File: config.mk
export PLATFORM = sky130hd
export DESIGN_NAME = issue_ctrl
export DESIGN_NICKNAME = d
export VERILOG_FILES = /design/src/rtl/issue_ctrl.sv
export SDC_FILE = /design/constraint.sdc
export NUM_CORES = 1
export LEC_CHECK = 0
export BUFFER_PORTS_ARGS = -buffer_cell sky130_fd_sc_hd__buf_2
export CORE_ASPECT_RATIO = 0.6
export CORE_MARGIN = 4
export CORE_UTILIZATION = 50
export CTS_CLUSTER_SIZE = 10
export DETAILED_ROUTE_END_ITERATION = 7
export PLACE_DENSITY = 0.69
export SYNTH_ARGS = -nofsm -noshare
export SYNTH_HDL_FRONTEND = slang
export SYNTH_SLANG_ARGS = --single-unit
File: constraint.sdc
create_clock -name clk -period 4.7 [get_ports clk]
set_input_delay 0.235 -clock clk [delete_from_list [all_inputs] [get_ports clk]]
set_output_delay 0.235 -clock clk [all_outputs]
set_load 0.01 [all_outputs]
File: src/rtl/issue_ctrl.sv
// issue_ctrl: circular instruction queue between fetch and decode, issuing in order when ROB/RS/LSB have room.
module issue_ctrl #(
    parameter int QUE_BIT = 4,
    parameter int DAT_W   = 32
) (
    input  logic             clk,
    input  logic             rst,
    input  logic             en,
    input  logic             flush_i,
    input  logic             if_en_i,
    input  logic             if_ic_i,
    input  logic [DAT_W-1:0] if_ins_i,
    input  logic [DAT_W-1:0] if_pc_i,
    input  logic             if_pbr_i,
    output logic             if_full_o,
    input  logic             rob_full_i,
    input  logic             rs_full_i,
    input  logic             lsb_full_i,
    output logic             dec_en_o,
    output logic             dec_ic_o,
    output logic [DAT_W-1:0] dec_ins_o,
    output logic [DAT_W-1:0] dec_pc_o,
    output logic             dec_pbr_o
);
    localparam int DEPTH = 1 << QUE_BIT;
    localparam logic [QUE_BIT:0] FULL_CNT = (QUE_BIT+1)'(DEPTH);
    localparam logic [QUE_BIT:0] NEAR_CNT = (QUE_BIT+1)'(DEPTH - 1);

    logic [QUE_BIT-1:0] head, tail;
    logic [QUE_BIT:0]   count;
    logic               q_ic  [DEPTH];
    logic [DAT_W-1:0]   q_ins [DEPTH];
    logic [DAT_W-1:0]   q_pc  [DEPTH];
    logic               q_pbr [DEPTH];
    logic               q_mem [DEPTH];
    logic               dec_en_r, pre_mem, issue, push;

    // loads/stores go to the LSB, everything else to the RS; C.LW/C.SW/C.LWSP/C.SWSP all have ins[0]=0, funct3=x10
    always_comb begin
        pre_mem   = if_ic_i ? (!if_ins_i[0] && if_ins_i[14:13] == 2'b10)
                            : (if_ins_i[6:0] == 7'b0000011 || if_ins_i[6:0] == 7'b0100011);
        issue     = count != '0 && !rob_full_i && (q_mem[head] ? !lsb_full_i : !rs_full_i);
        push      = if_en_i && (count != FULL_CNT || issue);
        if_full_o = count >= NEAR_CNT;
        dec_en_o  = dec_en_r & en;
    end

    always_ff @(posedge clk or posedge rst) begin
        if (rst) begin
            head      <= '0;
            tail      <= '0;
            count     <= '0;
            dec_en_r  <= 1'b0;
            dec_ic_o  <= 1'b0;
            dec_ins_o <= '0;
            dec_pc_o  <= '0;
            dec_pbr_o <= 1'b0;
        end else if (en) begin
            if (flush_i) begin
                head     <= '0;
                tail     <= '0;
                count    <= '0;
                dec_en_r <= 1'b0;
            end else begin
                dec_en_r <= issue;
                if (issue) begin
                    head      <= head + 1'b1;
                    dec_ic_o  <= q_ic[head];
                    dec_ins_o <= q_ins[head];
                    dec_pc_o  <= q_pc[head];
                    dec_pbr_o <= q_pbr[head];
                end
                if (push) tail <= tail + 1'b1;
                count <= count + (QUE_BIT+1)'(push) - (QUE_BIT+1)'(issue);
            end
        end
    end

    always_ff @(posedge clk) begin
        if (en && !flush_i && push) begin
            q_ic[tail]  <= if_ic_i;
            q_ins[tail] <= if_ins_i;
            q_pc[tail]  <= if_pc_i;
            q_pbr[tail] <= if_pbr_i;
            q_mem[tail] <= pre_mem;
        end
    end
endmodule

* Word-level counts from Yosys, hierarchy flattened *
Memory sizes are Yosys's and may differ from the RTL's. A register that Yosys moved wholly into a read port is not among the register bits.
Index checks and enable logic that the tools add are counted.

storage, ports and cells
  register bits after elaboration = 14
  bits in latches = 0
  memory bits (writable) = 1072
  memory bits (read-only) = 0
  bits of input ports = 74
  logic and storage cells = 49
  memories kept = 5

cells by class
  add/subtract/negate cells = 4
  multipliers = 0
  div/mod/pow operators = 0
  magnitude comparators = 1
  equality and inequality tests = 4
  shift-type cells = 0
  muxes and demuxes = 10
  bitwise logic cells = 2
  reductions and logical operators = 19

memory list
  name   depth  bits a word  read ports  clocked after Yosys merged registers in  wr ports  RTL line  RTL
  q_ins  16     32           1           1                                        1         32        logic [DAT_W-1:0] q_ins [DEPTH];
  q_pc   16     32           1           1                                        1         33        logic [DAT_W-1:0] q_pc [DEPTH];
  q_ic   16     1            1           1                                        1         31        logic q_ic [DEPTH];
  q_mem  16     1            1           0                                        1         35        logic q_mem [DEPTH];
  q_pbr  16     1            1           1                                        1         34        logic q_pbr [DEPTH];

operators with widths
  cell                                                               number
  two-way mux 4 bit                                                  4
  adder 4 x 1 -> 4 bit, second input constant                        2
  == test 7 x 2 -> 1 bit, second input constant                      1
  == test 7 x 6 -> 1 bit, second input constant                      1
  logical AND 1 bit                                                  6
  adder 5 x 1 -> 5 bit                                               1
  greater-or-equal comparator 5 x 4 -> 1 bit, second input constant  1
  zero test 1 bit                                                    5
  two-way mux 1 bit                                                  5
  two-way mux 5 bit                                                  1
  inequality test 5 bit, second input constant                       1
  nonzero test 5 bit                                                 1
  subtractor 5 x 1 -> 5 bit                                          1
  AND reduction 2 bit                                                2
  nonzero test 2 bit                                                 2
  AND reduction 3 bit                                                1
  == test 2 bit, second input constant                               1
  logical OR 1 bit                                                   2
  AND 1 bit                                                          1
  NOT 1 bit                                                          1

* Longest topological paths before layout *
  depth in word-level cells = 8
  mapped depth = 18

* Worst setup path before layout *
No wires, ideal clock.

  kind = register -> register
  start = reg head[0]
  end = mem q_ic[10] (enable)
  library setup time = 433 ps
  data arrival time = 3960 ps
  required time = 4267 ps
  path slack = 308 ps
  cell stages (with the launch flop) = 8
  path buffers = 2
  period minus slack after synthesis = 4392 ps
  cells stage by stage = dfrtp_1 > buf_2 > mux4_2 > mux4_2 > mux2i_2 > a21boi_0 > clkbuf_1 > and3_1

on the way
  longest elaborated chain between the ends = 8

ends and longest elaborated chain
  element                                  RTL line  RTL
  from (decl)                              29        logic [QUE_BIT-1:0] head, tail;
  from (signal assigned)                   67        head <= head + 1'b1;
  memory (16 x 1 bit)                      -
  two-way mux 1 bit                        42        issue = count != '0 && !rob_full_i && (q_mem[head] ? !lsb_full_i : !rs_full_i);
  logical AND 1 bit                        42
  logical OR 1 bit                         43        push = if_en_i && (count != FULL_CNT || issue);
  logical AND 1 bit                        43
  logical AND 1 bit                        80        if (en && !flush_i && push) begin
  two-way mux 1 bit                        80
  two-way mux 1 bit (implied by the code)  81        q_ic[tail] <= if_ic_i;
  to (decl)                                31

No other way between the ends.

* Worst setup path in the final report *
  start = reg head[3]
  end = reg count[4]

on the way
  longest elaborated chain between the ends = 8

ends and longest elaborated chain
  element                      RTL line  RTL
  memory (16 x 1 bit) *        -
  two-way mux 1 bit *          42
  logical AND 1 bit *          42
  logical OR 1 bit             43
  logical AND 1 bit            43
  adder 5 x 1 -> 5 bit         74        count <= count + (QUE_BIT+1)'(push) - (QUE_BIT+1)'(issue);
  subtractor 5 x 1 -> 5 bit *  74
  two-way mux 5 bit *          59        if (flush_i) begin
  to (signal assigned)         74
  to (decl)                    30        logic [QUE_BIT:0] count;

Every way passes the cells marked *; elsewhere a longest branch is shown, timed or not.
A chain may end at the register's enable or synchronous reset.

==> impl_results.html <==
<table>
<tr><th>Metric</th><th>Value</th></tr>
<tr><th colspan="2">Outcome</th></tr>
<tr><td>Outcome</td><td>complete, no violations</td></tr>
<tr><th colspan="2">Route</th></tr>
<tr><td>Router iterations before antenna repair</td><td>5</td></tr>
<tr><td>Count of vias placed by the detailed router</td><td>20,287</td></tr>
<tr><td>Post-detailed-route DRC marker count</td><td>0</td></tr>
<tr><td>Antenna violation net count after detailed routing</td><td>0</td></tr>
<tr><td>Total routed wirelength</td><td>97.3 mm</td></tr>
<tr><td>Vias per inst</td><td>6.09</td></tr>
<tr><td>Number of design-rule violations left by the first detailed-router iteration</td><td>2,212</td></tr>
<tr><td>WL/cell</td><td>29.2 um</td></tr>
<tr><th colspan="2">Floorplanning</th></tr>
<tr><td>Die boundary width</td><td>390 um</td></tr>
<tr><td>Die area</td><td>92,300 um^2</td></tr>
<tr><td>Die H</td><td>237 um</td></tr>
<tr><td>Starting density of the core</td><td>50.7%</td></tr>
<tr><td>Count of pins on the block boundary</td><td>142</td></tr>
<tr><td>Core footprint</td><td>86,100 um^2</td></tr>
<tr><td>Number of placement rows</td><td>83</td></tr>
<tr><th colspan="2">Run</th></tr>
<tr><td>Reported max-cap violation count</td><td>0</td></tr>
<tr><th colspan="2">Yosys</th></tr>
<tr><td>Cells taking the most area after synthesis</td><td>sky130_fd_sc_hd__edfxtp_1, sky130_fd_sc_hd__mux4_2, sky130_fd_sc_hd__dfrtp_1</td></tr>
<tr><td>Post-synthesis async set-or-reset flop share</td><td>6.94%</td></tr>
<tr><td>Total standard cell area after synthesis</td><td>43,700 um^2</td></tr>
<tr><td>Synth Net Count</td><td>1,853</td></tr>
<tr><td>Fraction of post-synthesis cell area in the top cell type by area</td><td>73.7%</td></tr>
<tr><td>Most frequent cell after synthesis</td><td>sky130_fd_sc_hd__edfxtp_1</td></tr>
<tr><td>Largest area contributor in the netlist</td><td>sky130_fd_sc_hd__edfxtp_1</td></tr>
<tr><td>Most instantiated flip-flop cell in the synthesis netlist</td><td>sky130_fd_sc_hd__edfxtp_1</td></tr>
<tr><td>Proportion of synthesized chip area in sequential cells</td><td>78.3%</td></tr>
<tr><td>Total of warnings raised by yosys</td><td>0</td></tr>
<tr><td>Number of flops mapped to enable cells by yosys</td><td>1,072</td></tr>
<tr><td>Instance count of the mapped netlist</td><td>1,764</td></tr>
<tr><td>Most frequent cells after synthesis</td><td>sky130_fd_sc_hd__edfxtp_1, sky130_fd_sc_hd__mux4_2, sky130_fd_sc_hd__dfrtp_1</td></tr>
<tr><td>Post-synthesis area per instance</td><td>24.8 um^2</td></tr>
<tr><td>Distinct cells, synth</td><td>45</td></tr>
<tr><td>Flop and latch count out of synthesis</td><td>1,152</td></tr>
<tr><th colspan="2">Timing</th></tr>
<tr><td>Fin Clk Skew</td><td>0.0178 ns</td></tr>
<tr><td>Final count of negative-setup-slack endpoints</td><td>0</td></tr>
<tr><td>Final hold vios</td><td>0</td></tr>
<tr><td>Maximum achievable frequency</td><td>249 MHz</td></tr>
<tr><td>Setup TNS</td><td>0 ns</td></tr>
<tr><td>Max-slew headroom</td><td>21.8%</td></tr>
<tr><td>Post-layout worst setup margin</td><td>0.679 ns</td></tr>
<tr><td>Tightest Pin Transition</td><td>1.17 ns</td></tr>
<tr><td>Shortest clock period the worst path allows after layout</td><td>4.02 ns</td></tr>
<tr><td>Final cycle utilization of the critical path</td><td>85.6%</td></tr>
<tr><td>Unrepaired setup endpoints after global routing</td><td>no</td></tr>
<tr><td>Final count of pins violating max slew</td><td>0</td></tr>
<tr><th colspan="2">Clocking</th></tr>
<tr><td>H-tree levels</td><td>4</td></tr>
<tr><td>Clock root buffer master</td><td>sky130_fd_sc_hd__clkbuf_16</td></tr>
<tr><td>Number of instances resized during post-cts repair</td><td>0</td></tr>
<tr><td>Clock edge transition at the registers on the reported setup and hold paths</td><td>0.05 ns</td></tr>
<tr><td>Source-to-sink clock delay at the later pin of the worst-skew pair</td><td>0.71 ns</td></tr>
<tr><td>Clock tree from TritonCTS</td><td>yes</td></tr>
<tr><td>Longest Clk Path Bufs</td><td>3</td></tr>
<tr><td>CTS Buf Count</td><td>133</td></tr>
<tr><td>Clk sinks</td><td>1,152</td></tr>
<tr><th colspan="2">Power and ir drop</th></tr>
<tr><td>Highest ir drop seen on vdd</td><td>330 uV</td></tr>
<tr><td>Leakage power</td><td>16.1 nW</td></tr>
<tr><td>Power Total</td><td>25.3 mW</td></tr>
<tr><td>Power density of the placed cells</td><td>497 nW/um^2</td></tr>
<tr><th colspan="2">Worst setup path</th></tr>
<tr><td>Worst-case reg-to-reg path depth</td><td>16</td></tr>
<tr><td>Flop2flop setup slack</td><td>0.68 ns</td></tr>
<tr><td>Standard cell with the maximum stage delay on the critical path</td><td>sky130_fd_sc_hd__dfrtp_4</td></tr>
<tr><td>Launch point of the worst reg-to-reg path</td><td>head[3]</td></tr>
<tr><td>Data arrival time of the critical path</td><td>4.58 ns</td></tr>
<tr><td>Kind of capture point of the worst setup path</td><td>flip-flop</td></tr>
<tr><td>Data required time of the critical path</td><td>5.26 ns</td></tr>
<tr><td>Top fanout value on the critical path</td><td>22</td></tr>
<tr><td>R2r endpoint</td><td>count[4]</td></tr>
<tr><td>Crit path launch type</td><td>flip-flop</td></tr>
<tr><td>Library cell appearing most often on the critical path</td><td>sky130_fd_sc_hd__inv_1</td></tr>
<tr><td>Critical Path, Cell by Cell</td><td>mux4_2 &gt; mux4_2 &gt; mux2i_2 &gt; a21boi_0 &gt; buf_4 &gt; inv_1 &gt; ha_1 &gt; inv_1 &gt; ha_1 &gt; inv_1 &gt; fa_1 &gt; nor2b_1 &gt; nor2_1 &gt; o21bai_1 &gt; xnor2_1 &gt; o22ai_1</td></tr>
<tr><td>Crit Path Class</td><td>reg2reg</td></tr>
<tr><td>Slowest Stage Delay on Critical Path</td><td>0.68 ns</td></tr>
<tr><th colspan="2">Layout</th></tr>
<tr><td>Final nets</td><td>2,169</td></tr>
<tr><td>Ant diodes</td><td>0</td></tr>
<tr><td>Ratio of cells with drive above 1 in the final layout</td><td>34.8%</td></tr>
<tr><td>Area added between synthesis and finish</td><td>16.4%</td></tr>
<tr><th colspan="2">Global routing</th></tr>
<tr><td>Met1 GRT Util</td><td>32.1%</td></tr>
<tr><td>Via count of the first global-routing pass</td><td>21,114</td></tr>
<tr><td>GRT Total Usage</td><td>21.5%</td></tr>
<tr><td>Initial antenna violation count</td><td>3</td></tr>
<tr><td>Global route total overflow</td><td>0</td></tr>
<tr><td>Largest net degree at the start of global routing</td><td>89</td></tr>
<tr><td>Met2 demand-to-capacity share in global routing</td><td>32.9%</td></tr>
<tr><td>Wire length of the first global-routing pass</td><td>145 mm</td></tr>
<tr><td>Global-route layer with the greatest usage</td><td>met2</td></tr>
<tr><td>M3 GR Usage</td><td>4.36%</td></tr>
<tr><th colspan="2">Place</th></tr>
<tr><td>Count of buffers inserted at the top-level ports</td><td>141</td></tr>
<tr><td>GP Congestion</td><td>0.771</td></tr>
<tr><td>Place WS</td><td>0.753 ns</td></tr>
<tr><td>Estimated wirelength of the detail-placed design</td><td>50.1 mm</td></tr>
<tr><th colspan="2">Worst hold path</th></tr>
<tr><td>Kind of path behind the tightest hold check</td><td>in2async</td></tr>
</table>
[routing by layer]
layer  share of wire, %  routed length (um)
met1                 42               41200
met2                 48               46700
met3                7.5                7320
met4                2.1                2040
met5              0.031                  30
[flip-flops by register name, summed over array words and instances (netlist names)]
signal     cells
q_ins        512
q_pc         512
dec_ins_o     32
dec_pc_o      32
q_ic          16
q_mem         16
q_pbr         16
count          5
head           4
tail           4
dec_en_r       1
dec_ic_o       1
dec_pbr_o      1
[critical path, delay by kind of cell, from the launching register on]
family	cells	cell delay, ns
multiplexers	3	1.09
adder cells (fa/ha/maj)	3	0.87
XOR/XNOR	1	0.14
AO/OA/AOI/OAI	3	0.42
buffers and inverters	4	0.44
flip-flops	1	0.68
AND/OR/NAND/NOR	2	0.23
[final cells by class]
| class | count | area, um^2 |
|---|---|---|
| Clock buffer | 224 | 3690 |
| Timing Repair Buffer | 269 | 2090 |
| Tap cell | 1147 | 1440 |
| Multi-Input combinational cell | 506 | 9120 |
| Inverter | 18 | 70.1 |
| Fill cell | 5957 | 35200 |
| Sequential cell | 1152 | 34200 |
| Clock inverter | 15 | 230 |
[logic make-up after synthesis]
logic type,synth area share (%)
xor+xnor,0.0401
buf+inv,1.01
flops,78.3
mux,19.0
compound gates,0.476
fa+ha+maj,0.447
simple gates,0.739
[what timing repair did]
action / in CTS / in global routing
endpoints found under the hold margin: 1107 / 0
hold buffers: 71 / 0
buffers inserted: 0 / 0
[metrics by stage]
step	hold slack, ns	instance area, um^2	cells	util, %
2_1_floorplan	0.334	43700	1764	-
3_3_place_gp	0.428	46200	3021	53.7
3_5_place_dp	0.435	46200	3021	53.7
4_1_cts	0.179	50800	3331	59.1
5_1_grt	0.236	50800	3331	59.1
6_report	0.228	50800	3331	59.1
[worst max path at each step]
stage	from	to	slack [ns]	cells after the start
finish	head[3]	count[4]	0.68	16
global route	head[3]	count[4]	0.42	16
CTS	head[3]	count[4]	0.73	16
detailed placement	head[3]	count[4]	0.75	16
global placement	head[3]	count[4]	0.69	16
floorplan	head[0]	q_ic[10]	0.31	7
[power breakdown]
group | switching, mW | leakage, nW | total [mW] | internal [mW]
registers | 0.322 | 10.6 | 12.0 | 11.7
logic | 1.86 | 3.66 | 3.91 | 2.05
clock network | 3.94 | 1.86 | 9.32 | 5.39
[cell usage in the layout (no fill, tap or decap), types with 4 or more instances in the layout]
| cell | n |
|---|---|
| sky130_fd_sc_hd__edfxtp_1 | 1072 |
| sky130_fd_sc_hd__mux4_2 | 335 |
| sky130_fd_sc_hd__buf_2 | 141 |
| sky130_fd_sc_hd__clkbuf_16 | 134 |
| sky130_fd_sc_hd__clkbuf_1 | 90 |
| sky130_fd_sc_hd__dfrtp_1 | 76 |
| sky130_fd_sc_hd__dlygate4sd3_1 | 71 |
| sky130_fd_sc_hd__mux2_2 | 54 |
| sky130_fd_sc_hd__buf_4 | 37 |
| sky130_fd_sc_hd__buf_12 | 20 |
| sky130_fd_sc_hd__inv_1 | 16 |
| sky130_fd_sc_hd__ha_1 | 14 |
| sky130_fd_sc_hd__mux2_1 | 12 |
| sky130_fd_sc_hd__and3_4 | 12 |
| sky130_fd_sc_hd__o21ai_0 | 9 |
| sky130_fd_sc_hd__nor3_1 | 7 |
| sky130_fd_sc_hd__nor2_1 | 7 |
| sky130_fd_sc_hd__inv_6 | 7 |
| sky130_fd_sc_hd__nand2_1 | 6 |
| sky130_fd_sc_hd__nand2b_1 | 4 |
| sky130_fd_sc_hd__and2_4 | 4 |
| sky130_fd_sc_hd__dfrtp_4 | 4 |
No activity file was read; power rests on OpenSTA's default activity.
